**config.mk**
```make
export PLATFORM = sky130hd
export DESIGN_NAME = mem_arbiter
export DESIGN_NICKNAME = d
export VERILOG_FILES = /design/src/rtl/mem_arbiter_pkg.sv /design/src/rtl/mem_arbiter_timer.sv /design/src/rtl/mem_arbiter.sv
export SDC_FILE = /design/constraint.sdc
export NUM_CORES = 1
export LEC_CHECK = 0
export CAP_MARGIN = 40
export CORE_MARGIN = 2
export CORE_UTILIZATION = 42
export DETAILED_ROUTE_END_ITERATION = 10
export PLACE_DENSITY = 0.86
export SLEW_MARGIN = 20
export SYNTH_ARGS = -nofsm -noshare
export SYNTH_HDL_FRONTEND = slang
export SYNTH_SLANG_ARGS = --single-unit
```
**constraint.sdc**
```tcl
create_clock -name clk -period 4.6 [get_ports clk]
set_input_delay 0.92 -clock clk [delete_from_list [all_inputs] [get_ports clk]]
set_output_delay 0.92 -clock clk [all_outputs]
set_load 0.03 [all_outputs]
```
**src/rtl/mem_arbiter_pkg.sv**
```systemverilog
// Shared types and constants for the instruction/data memory bus arbiter.
// Replaces the old defines.v state encodings and timer-width macro.
package mem_arbiter_pkg;

    typedef enum logic [1:0] {
        MEMARB_IDLE   = 2'd0,
        MEMARB_BUSY_I = 2'd1,
        MEMARB_BUSY_D = 2'd2,
        MEMARB_DONE   = 2'd3
    } memarb_state_t;

    localparam int unsigned MEMARB_TIMER_W = 8;

endpackage

```
**src/rtl/mem_arbiter_timer.sv**
```systemverilog
// Bus timeout counter: clears on grant, counts ack-less busy cycles and flags
// the cycle on which the limit is reached. Used only with MEMARB_TIMEOUT_EN.
module memarb_timer
    import mem_arbiter_pkg::*;
#(
    parameter int unsigned W     = MEMARB_TIMER_W,
    parameter int unsigned LIMIT = 255
) (
    input  logic clk,
    input  logic rst,
    input  logic load,
    input  logic inc,
    output logic expired
);

    localparam logic [W-1:0] LAST = W'(LIMIT - 1);

    logic [W-1:0] count;

    always_ff @(posedge clk) begin
        if (rst || load) begin
            count <= '0;
        end else if (inc) begin
            count <= count + W'(1);
        end
    end

    // Fires on the LIMIT-th busy cycle without an ack, so the abort is taken
    // on that same edge.
    assign expired = inc && (count == LAST);

endmodule

```
**src/rtl/mem_arbiter.sv**
```systemverilog
// Instruction-fetch / load-store arbiter for one single-ported memory bus.
// Optional bus timeout with abort is enabled by defining MEMARB_TIMEOUT_EN.
module mem_arbiter
    import mem_arbiter_pkg::*;
#(
    parameter int unsigned ADDR_W         = 32,
    parameter int unsigned DATA_W         = 32,
    parameter int unsigned TIMEOUT_CYCLES = 255
) (
    input  logic                clk,
    input  logic                rst,

    input  logic                i_req,
    input  logic [ADDR_W-1:0]   i_addr,
    output logic                i_ack,
    output logic [DATA_W-1:0]   i_rdata,
    output logic                i_err,
    output logic                i_stall,

    input  logic                d_req,
    input  logic                d_we,
    input  logic [ADDR_W-1:0]   d_addr,
    input  logic [DATA_W-1:0]   d_wdata,
    input  logic [DATA_W/8-1:0] d_wstrb,
    output logic                d_ack,
    output logic [DATA_W-1:0]   d_rdata,
    output logic                d_err,
    output logic                d_stall,

    output logic                bus_req,
    output logic                bus_we,
    output logic [ADDR_W-1:0]   bus_addr,
    output logic [DATA_W-1:0]   bus_wdata,
    output logic [DATA_W/8-1:0] bus_wstrb,
    input  logic                bus_ack,
    input  logic [DATA_W-1:0]   bus_rdata
);

    memarb_state_t state, state_n;
    logic          last_d;
    logic          grant_i, grant_d;
    logic          complete, abort;
    logic          timeout;

    assign i_stall = i_req & ~i_ack;
    assign d_stall = d_req & ~d_ack;

    always_ff @(posedge clk) begin
        if (rst) begin
            state <= MEMARB_IDLE;
        end else begin
            state <= state_n;
        end
    end

    always_comb begin
        state_n  = state;
        grant_i  = 1'b0;
        grant_d  = 1'b0;
        complete = 1'b0;
        abort    = 1'b0;
        case (state)
            MEMARB_IDLE: begin
                // On a tie, data wins unless it was the last port served.
                if (d_req && !(i_req && last_d)) begin
                    grant_d = 1'b1;
                    state_n = MEMARB_BUSY_D;
                end else if (i_req) begin
                    grant_i = 1'b1;
                    state_n = MEMARB_BUSY_I;
                end
            end
            MEMARB_BUSY_I, MEMARB_BUSY_D: begin
                if (bus_ack) begin
                    complete = 1'b1;
                    state_n  = MEMARB_DONE;
                end else if (timeout) begin
                    abort   = 1'b1;
                    state_n = MEMARB_DONE;
                end
            end
            MEMARB_DONE: state_n = MEMARB_IDLE;
            default:     state_n = MEMARB_IDLE;
        endcase
    end

    always_ff @(posedge clk) begin
        if (rst) begin
            last_d    <= 1'b0;
            bus_req   <= 1'b0;
            bus_we    <= 1'b0;
            bus_addr  <= '0;
            bus_wdata <= '0;
            bus_wstrb <= '0;
            i_ack     <= 1'b0;
            d_ack     <= 1'b0;
            i_rdata   <= '0;
            d_rdata   <= '0;
        end else begin
            i_ack <= 1'b0;
            d_ack <= 1'b0;
            if (grant_d) begin
                last_d    <= 1'b1;
                bus_req   <= 1'b1;
                bus_we    <= d_we;
                bus_addr  <= d_addr;
                bus_wdata <= d_wdata;
                bus_wstrb <= d_wstrb;
            end else if (grant_i) begin
                last_d    <= 1'b0;
                bus_req   <= 1'b1;
                bus_we    <= 1'b0;
                bus_addr  <= i_addr;
                bus_wdata <= '0;
                bus_wstrb <= '0;
            end
            if (complete || abort) begin
                bus_req <= 1'b0;
                if (state == MEMARB_BUSY_D) begin
                    d_ack   <= 1'b1;
                    d_rdata <= (complete && !bus_we) ? bus_rdata : '0;
                end else begin
                    i_ack   <= 1'b1;
                    i_rdata <= complete ? bus_rdata : '0;
                end
            end
        end
    end

`ifdef MEMARB_TIMEOUT_EN
    logic busy;

    assign busy = (state == MEMARB_BUSY_I) || (state == MEMARB_BUSY_D);

    memarb_timer #(
        .W     (MEMARB_TIMER_W),
        .LIMIT (TIMEOUT_CYCLES)
    ) u_timer (
        .clk     (clk),
        .rst     (rst),
        .load    (grant_i | grant_d),
        .inc     (busy & ~bus_ack),
        .expired (timeout)
    );

    always_ff @(posedge clk) begin
        if (rst) begin
            i_err <= 1'b0;
            d_err <= 1'b0;
        end else begin
            i_err <= abort && (state == MEMARB_BUSY_I);
            d_err <= abort && (state == MEMARB_BUSY_D);
        end
    end
`else
    assign timeout = 1'b0;
    assign i_err   = 1'b0;
    assign d_err   = 1'b0;
`endif

endmodule
```
==> results of run 1 <==
==> metal layers <==
metal  GRT usage, %  up-vias  share of wire, %
met5              0        -                 0
met3           7.62       60               7.4
met2           45.5      225                51
met1           26.5     2478                37
met4           14.6        0               4.4
li1               -     2423                 -
==> area by class of cell <==
type / instances / share of cell area (%)
clock buffers: 22 / 5.57
clock inverters: 10 / 1.35
inverters: 36 / 1.59
multi-input cells: 303 / 22.7
flip-flops and latches: 139 / 32.7
well taps: 147 / 2.16
repair buffers: 287 / 33.9
==> cell usage in the layout (no fill, tap or decap), drive strengths merged, types with 3 or more instances in the layout <==
master / count
clkinvlp: 3
o32ai: 31
a22o: 31
a32oi: 37
nor2: 44
dfxtp: 139
clkdlybuf4s50: 274
nand2: 68
a211oi: 33
inv: 37
clkinv: 4
buf: 13
a21oi: 34
clkbuf: 22
nor2b: 3
==> power breakdown <==
group / leakage (nW) / internal [mW] / switching [mW]
Sequential: 1.14 / 1.46 / 0.142
Clock: 0.283 / 0.840 / 0.508
Combinational: 1.75 / 0.837 / 1.22
==> metrics by stage <==
step	hold WS, ns	total power [mW]	setup slack, ns	std cells
floorplan	0.435	2.86	2.30	532
global placement	0.439	3.57	1.25	908
detailed placement	0.445	3.67	1.22	911
CTS	0.453	5.02	1.21	943
global route	0.476	5.23	1.18	944
finish	0.451	5.01	1.22	944
==> tightest hold or removal path, stage by stage, from the launching register on <==
cell and delay, ns:
dfxtp_1 0.31, nand2_1 0.05, a21oi_1 0.05
==> kinds of logic (layout without fill, tap and decap cells) <==
group	count (synthesis)	in the layout	synth area share [%]
buffers and inverters	90	355	7.90
AO/OA/AOI/OAI	175	175	27.0
flip-flops	139	139	54.6
other	1	2	0.0736
adder cells (fa/ha/maj)	2	2	0.491
multiplexers	1	1	0.196
AND/OR/NAND/NOR	123	123	9.74
==> cells in the mapped netlist <==
cell type  instances
buf_6              3
mux2i_1            1
a211oi_2           5
a22o_1            31
buf_2             25
and2_1             2
a32oi_1           37
nor2_1            44
o21a_1             2
conb_1             1
buf_1              4
ha_1               2
a21oi_1           34
o21ai_0            2
dfxtp_1          139
nand3b_1           1
nor3_2             1
buf_4              3
a22oi_1            1
clkbuf_1          19
nand3_1            1
o221a_2            1
a21boi_0           1
o32ai_1           31
a31oi_1            1
nand2_1           68
inv_1             36
nor2b_1            3
nor3_1             1
a211o_1            1
and3b_1            1
or3b_1             1
a211oi_1          28
==> flip-flops by register name, indices dropped and copies added, names as in the netlist <==
signal / flops
bus_addr: 32
state: 2
bus_req: 1
bus_wdata: 32
i_ack: 1
i_rdata: 32
bus_wstrb: 4
d_ack: 1
d_rdata: 32
bus_we: 1
last_d: 1
==> worst max path at each step <==
stage | from | end | cells after the start
2_1_floorplan | d_req | d_stall | 1
3_3_place_gp | i_req | i_stall | 4
3_5_place_dp | i_req | i_stall | 4
4_1_cts | i_req | i_stall | 4
5_1_grt | i_req | i_stall | 4
6_report | i_req | i_stall | 4
==> out/summary.txt, run 1 <==
#FFs+latches synth: 139
RSZ-0062 raised after global routing: false
Pleak: 3.17 nW
Largest delay share family, worst path: buffers and inverters
IO buf count: 275
flop2flop setup slack: 2.51 ns
Final Setup Violations: 0
post-layout util: 71.4%
register area: 2780 um2
final hold vios: 0
slowest CP cell: clkdlybuf4s50_1
Hold Crit Class: register to register
Rel. slew slack: 58.0%
vias per cell: 5.49
drt drc: 0
Ports: 278
Mapped Cells: 531
setup TNS: 0 ns
pwr dens: 588 nW/um2
hold_sp: d_rdata[27]$_SDFFE_PP0P_
global-route wire length before repair: 26.0 mm
syn_area_per_cell: 9.60 um2
post-CTS sizing: 0
Critical Path Fanout Max: 6
clk root buf: clkbuf_16
Worst VDD drop: 0.000303 V
core box area: 11900 um2
CTS tree: yes
crit path cell chain: clkdlybuf4s50_1 > inv_1 > nor2_1 > clkdlybuf4s50_1
layout cells sized above 1: 6.78%
Final nets: 924
Clk pin slew, worst setup/hold paths: 0.05 ns
largest net degree at the start of global routing: 78
Die Ht: 114 um
fmax: 0.296 GHz
Initial Util: 42.8%
final wirelength: 17.2 mm
RR Startpoint: state[0]$_SDFFE_PP0P_
gpl congestion: 0.786
status: completed
Fill cells: 871
initial antenna violation count: 0
Crit path top cell by count: clkdlybuf4s50_1
Area after DPL: 7890 um2
die width: 114 um
placed wire-length estimate: 12.0 mm
grt total ovfl: 0
final clock skew: 0.00607 ns
Worst Path Required: 3.68 ns
Crit. End Element: output pin
Setup crit start kind: input pin
end of the worst register-to-register path: bus_addr[26]$_SDFFE_PP0P_
Crit path arrival time: 2.46 ns
Post-Syn Area: 5100 um2
Synth Warn #: 0
area of the multi-input gates: 1940 um2
CP Class: input pin to output pin
total CTS buffers: 17
worst hold stages: 2
worst path bufs/invs: 3
Wirelength per Cell: 18.2 um
vias in the first global route: 5200
CTS Sinks: 139
post-synthesis sequential area ratio: 54.6%
TritonRoute pass-1 iters: 4
clock latency on the worst-skew pair: 0.42 ns
DRT antenna net count: 0
cell taking the most area after synthesis: dfxtp_1
via count: 5186
hold-fix buffers at CTS: 0
Max Transition Viols Final: 0
post-synth cell types: 33
H-Tree Depth: 4
num rows: 40
CP max stage delay: 0.70 ns
hold endpoint: d_rdata[27]$_SDFFE_PP0P_
Final min period: 3.38 ns
Max Root-Sink Buffers: 2
ANT cells: 0
post-CTS setup buffers: 0
Worst-Margin Slew: 0.630 ns
period utilisation layout: 73.4%
post-synth top area share: 54.6%
maxcap violations: 0
Starting DRT DRC Count: 306
final instance area: 8510 um2
Worst R2R Path Depth: 7
GRT Util Overall: 25.5%
Syn-to-layout area delta: 66.9%
die footprint: 13000 um2
dominant cells by area after synthesis: dfxtp_1 55%, a32oi_1 6.4%, a22o_1 5.3%, o32ai_1 5.3%, nand2_1 5.0%
No activity file was read; power rests on OpenSTA's default activity.
==> inputs of run 2 (changes only) <==
- CORE_UTILIZATION: 42 -> 35
- PLACE_DENSITY: 0.86 -> 0.76
- clock period: 4.6 -> 3.1 ns (I/O delays scaled with it)
==> run 2 against run 1 <==
- global-route usage decreased by 4.4 points
- design area about the same
- largest cell class unchanged
- via count down 3.0%
- hold slack better by 0.0044 ns
- clock skew up 0.0028 ns
- critical path depth unchanged
- utilization shrank 12 points
- largest power group unchanged
==> out/summary.txt, run 2 (synthesized netlist as in run 1, its figures left out) <==
Final min period: 2.76 ns
CTS tree: yes
Hold Crit Class: register to register
layout cells sized above 1: 6.66% (-0.12 points)
Worst R2R Path Depth: 6 (-1)
RSZ-0062 raised after global routing: false
commonest cells after routing, fill and taps aside: 274 x clkdlybuf4s50_1, 139 x dfxtp_1, 68 x nand2_1
end of the worst register-to-register path: d_rdata[3]$_SDFFE_PP0P_
Worst Path Required: 2.48 ns (-1.20 ns)
clock power share: 27.0% (about the same)
pwr dens: 867 nW/um2 (+47%)
final wirelength: 16.8 mm (-2.4%)
Worst Setup SP: i_req
Ports: 278 (unchanged)
flop2flop setup slack: 1.27 ns (-1.24 ns)
period utilisation layout: 89.0%
Critical Path Fanout Max: 6 (unchanged)
vias per cell: 5.13 (-6.6%)
Worst-Margin Slew: 0.666 ns (+0.0364 ns)
Gate power share: 40.7% (-0.3 points)
pre-CTS WS: 0.332 ns (-0.888 ns)
ANT cells: 0 (unchanged)
CP Class: input pin to output pin
core box area: 14400 um2 (+21%)
Placed Cells: 949 (+4.2%)
total CTS buffers: 17 (unchanged)
die width: 125 um (+9.2%)
grt total ovfl: 0 (unchanged)
IO buf count: 275 (unchanged)
global-route wire length before repair: 26.3 mm (+1.1%)
RR Startpoint: state[1]$_SDFFE_PP0P_
Final Setup Violations: 0 (unchanged)
vias in the first global route: 5039 (-3.1%)
hold-fix buffers at CTS: 0 (unchanged)
status: completed
CP endpoint: i_stall
Crit. End Element: output pin
placed wire-length estimate: 11.7 mm (-2.3%)
initial antenna violation count: 0 (unchanged)
GRT Util Overall: 21.1% (-4.4 points)
sequential share of power: 32.3% (+0.2 points)
Clk pin slew, worst setup/hold paths: 0.06 ns (about the same)
Pleak: 3.16 nW (-0.55%)
Final WS setup: 0.342 ns (-0.882 ns)
Die Ht: 125 um (+9.2%)
Wirelength per Cell: 17.1 um (-6.0%)
post-CTS setup buffers: 0 (unchanged)
TritonRoute pass-1 iters: 5 (+1)
Starting DRT DRC Count: 175 (-43%)
largest net degree at the start of global routing: 51 (-35%)
Sw Share: 37.1% (-0.14 points)
Max Root-Sink Buffers: 2 (unchanged)
worst hold margin: 0.456 ns (+0.00442 ns)
CTS Sinks: 139 (unchanged)
Worst VDD drop: 0.000431 V (+42%)
gpl congestion: 0.799 (+1.7%)
Total Power: 7.38 mW (+47%)
Syn-to-layout area delta: 67.0% (about the same)
most common cell after layout, fill and taps aside: clkdlybuf4s50_1
drt drc: 0 (unchanged)
setup TNS: 0 ns (unchanged)
clock latency on the worst-skew pair: 0.41 ns (about the same)
Setup crit start kind: input pin
Crit path arrival time: 2.14 ns (-0.32 ns)
Initial Util: 35.5% (-7.3 points)
Rel. slew slack: 55.6% (-2.4 points)
maxcap violations: 0 (unchanged)
final hold vios: 0 (unchanged)
num rows: 44 (+10%)
fmax: 0.363 GHz
final cell count without fillers: 980 (+3.8%)
die footprint: 15500 um2 (+19%)
final clock skew: 0.00888 ns (+0.00280 ns)
clk root buf: clkbuf_16
Final nets: 924 (unchanged)
DRT antenna net count: 0 (unchanged)
Pint: 4.64 mW (+48%)
Max Transition Viols Final: 0 (unchanged)
H-Tree Depth: 4 (unchanged)
post-CTS sizing: 0 (unchanged)
via count: 5031 (-3.0%)
sw power: 2.74 mW (+47%)
## run 2: final cells by class
| class | count | area [um2] |
|---|---|---|
| inverter | 36 | 135 |
| fill | 1217 | 5860 |
| multi-input combinational | 303 | 1940 |
| clock buffer | 22 | 474 |
| clock inverter | 9 | 114 |
| timing repair buffer | 287 | 2840 |
| sequential | 139 | 2780 |
| tap | 184 | 230 |
## run 2: worst min-delay path by stage
| stage | startpoint | to | slack, ns | cells past startpoint |
|---|---|---|---|---|
| after CTS | i_rdata[3]$_SDFFE_PP0P_ | i_rdata[3]$_SDFFE_PP0P_ | 0.46 | 2 |
| after global placement | i_rdata[15]$_SDFFE_PP0P_ | i_rdata[15]$_SDFFE_PP0P_ | 0.44 | 2 |
| after floorplan | state[0]$_SDFFE_PP0P_ | state[0]$_SDFFE_PP0P_ | 0.43 | 2 |
| final | i_rdata[3]$_SDFFE_PP0P_ | i_rdata[3]$_SDFFE_PP0P_ | 0.46 | 2 |
| after detailed placement | i_rdata[3]$_SDFFE_PP0P_ | i_rdata[3]$_SDFFE_PP0P_ | 0.45 | 2 |
| after global routing | d_rdata[27]$_SDFFE_PP0P_ | d_rdata[27]$_SDFFE_PP0P_ | 0.47 | 2 |
## run 2: critical path, cell delays in order
cell and delay [ns]:
clkdlybuf4s50_1 0.59, inv_1 0.12, nor2_1 0.12, clkdlybuf4s50_1 0.68
## run 2: through the flow
step / utilization (%) / cell area [um2]
6_report: 59.2 / 8510
5_1_grt: 59.2 / 8510
4_1_cts: 59.2 / 8510
3_5_place_dp: 55.1 / 7920
3_3_place_gp: 55.1 / 7920
2_1_floorplan: - / 5100
## run 2: routing by layer
| metal | GRT usage (%) | vias to the layer above | part of all wire [%] |
|---|---|---|---|
| met5 | 0 | - | 0 |
| met3 | 6.62 | 37 | 7.3 |
| met4 | 9.52 | 0 | 3.1 |
| li1 | - | 2418 | - |
| met2 | 35.6 | 211 | 50 |
| met1 | 24.4 | 2365 | 40 |
## run 2: power by group through the flow
stage / Sequential [mW] / Combinational, mW / Clock (mW)
3_5_place_dp: 2.41 / 3.01 / 0
6_report: 2.38 / 3.00 / 2.00
3_3_place_gp: 2.39 / 2.95 / 0
5_1_grt: 2.42 / 3.19 / 2.13
4_1_cts: 2.38 / 3.02 / 2.04
2_1_floorplan: 3.10 / 1.14 / 0
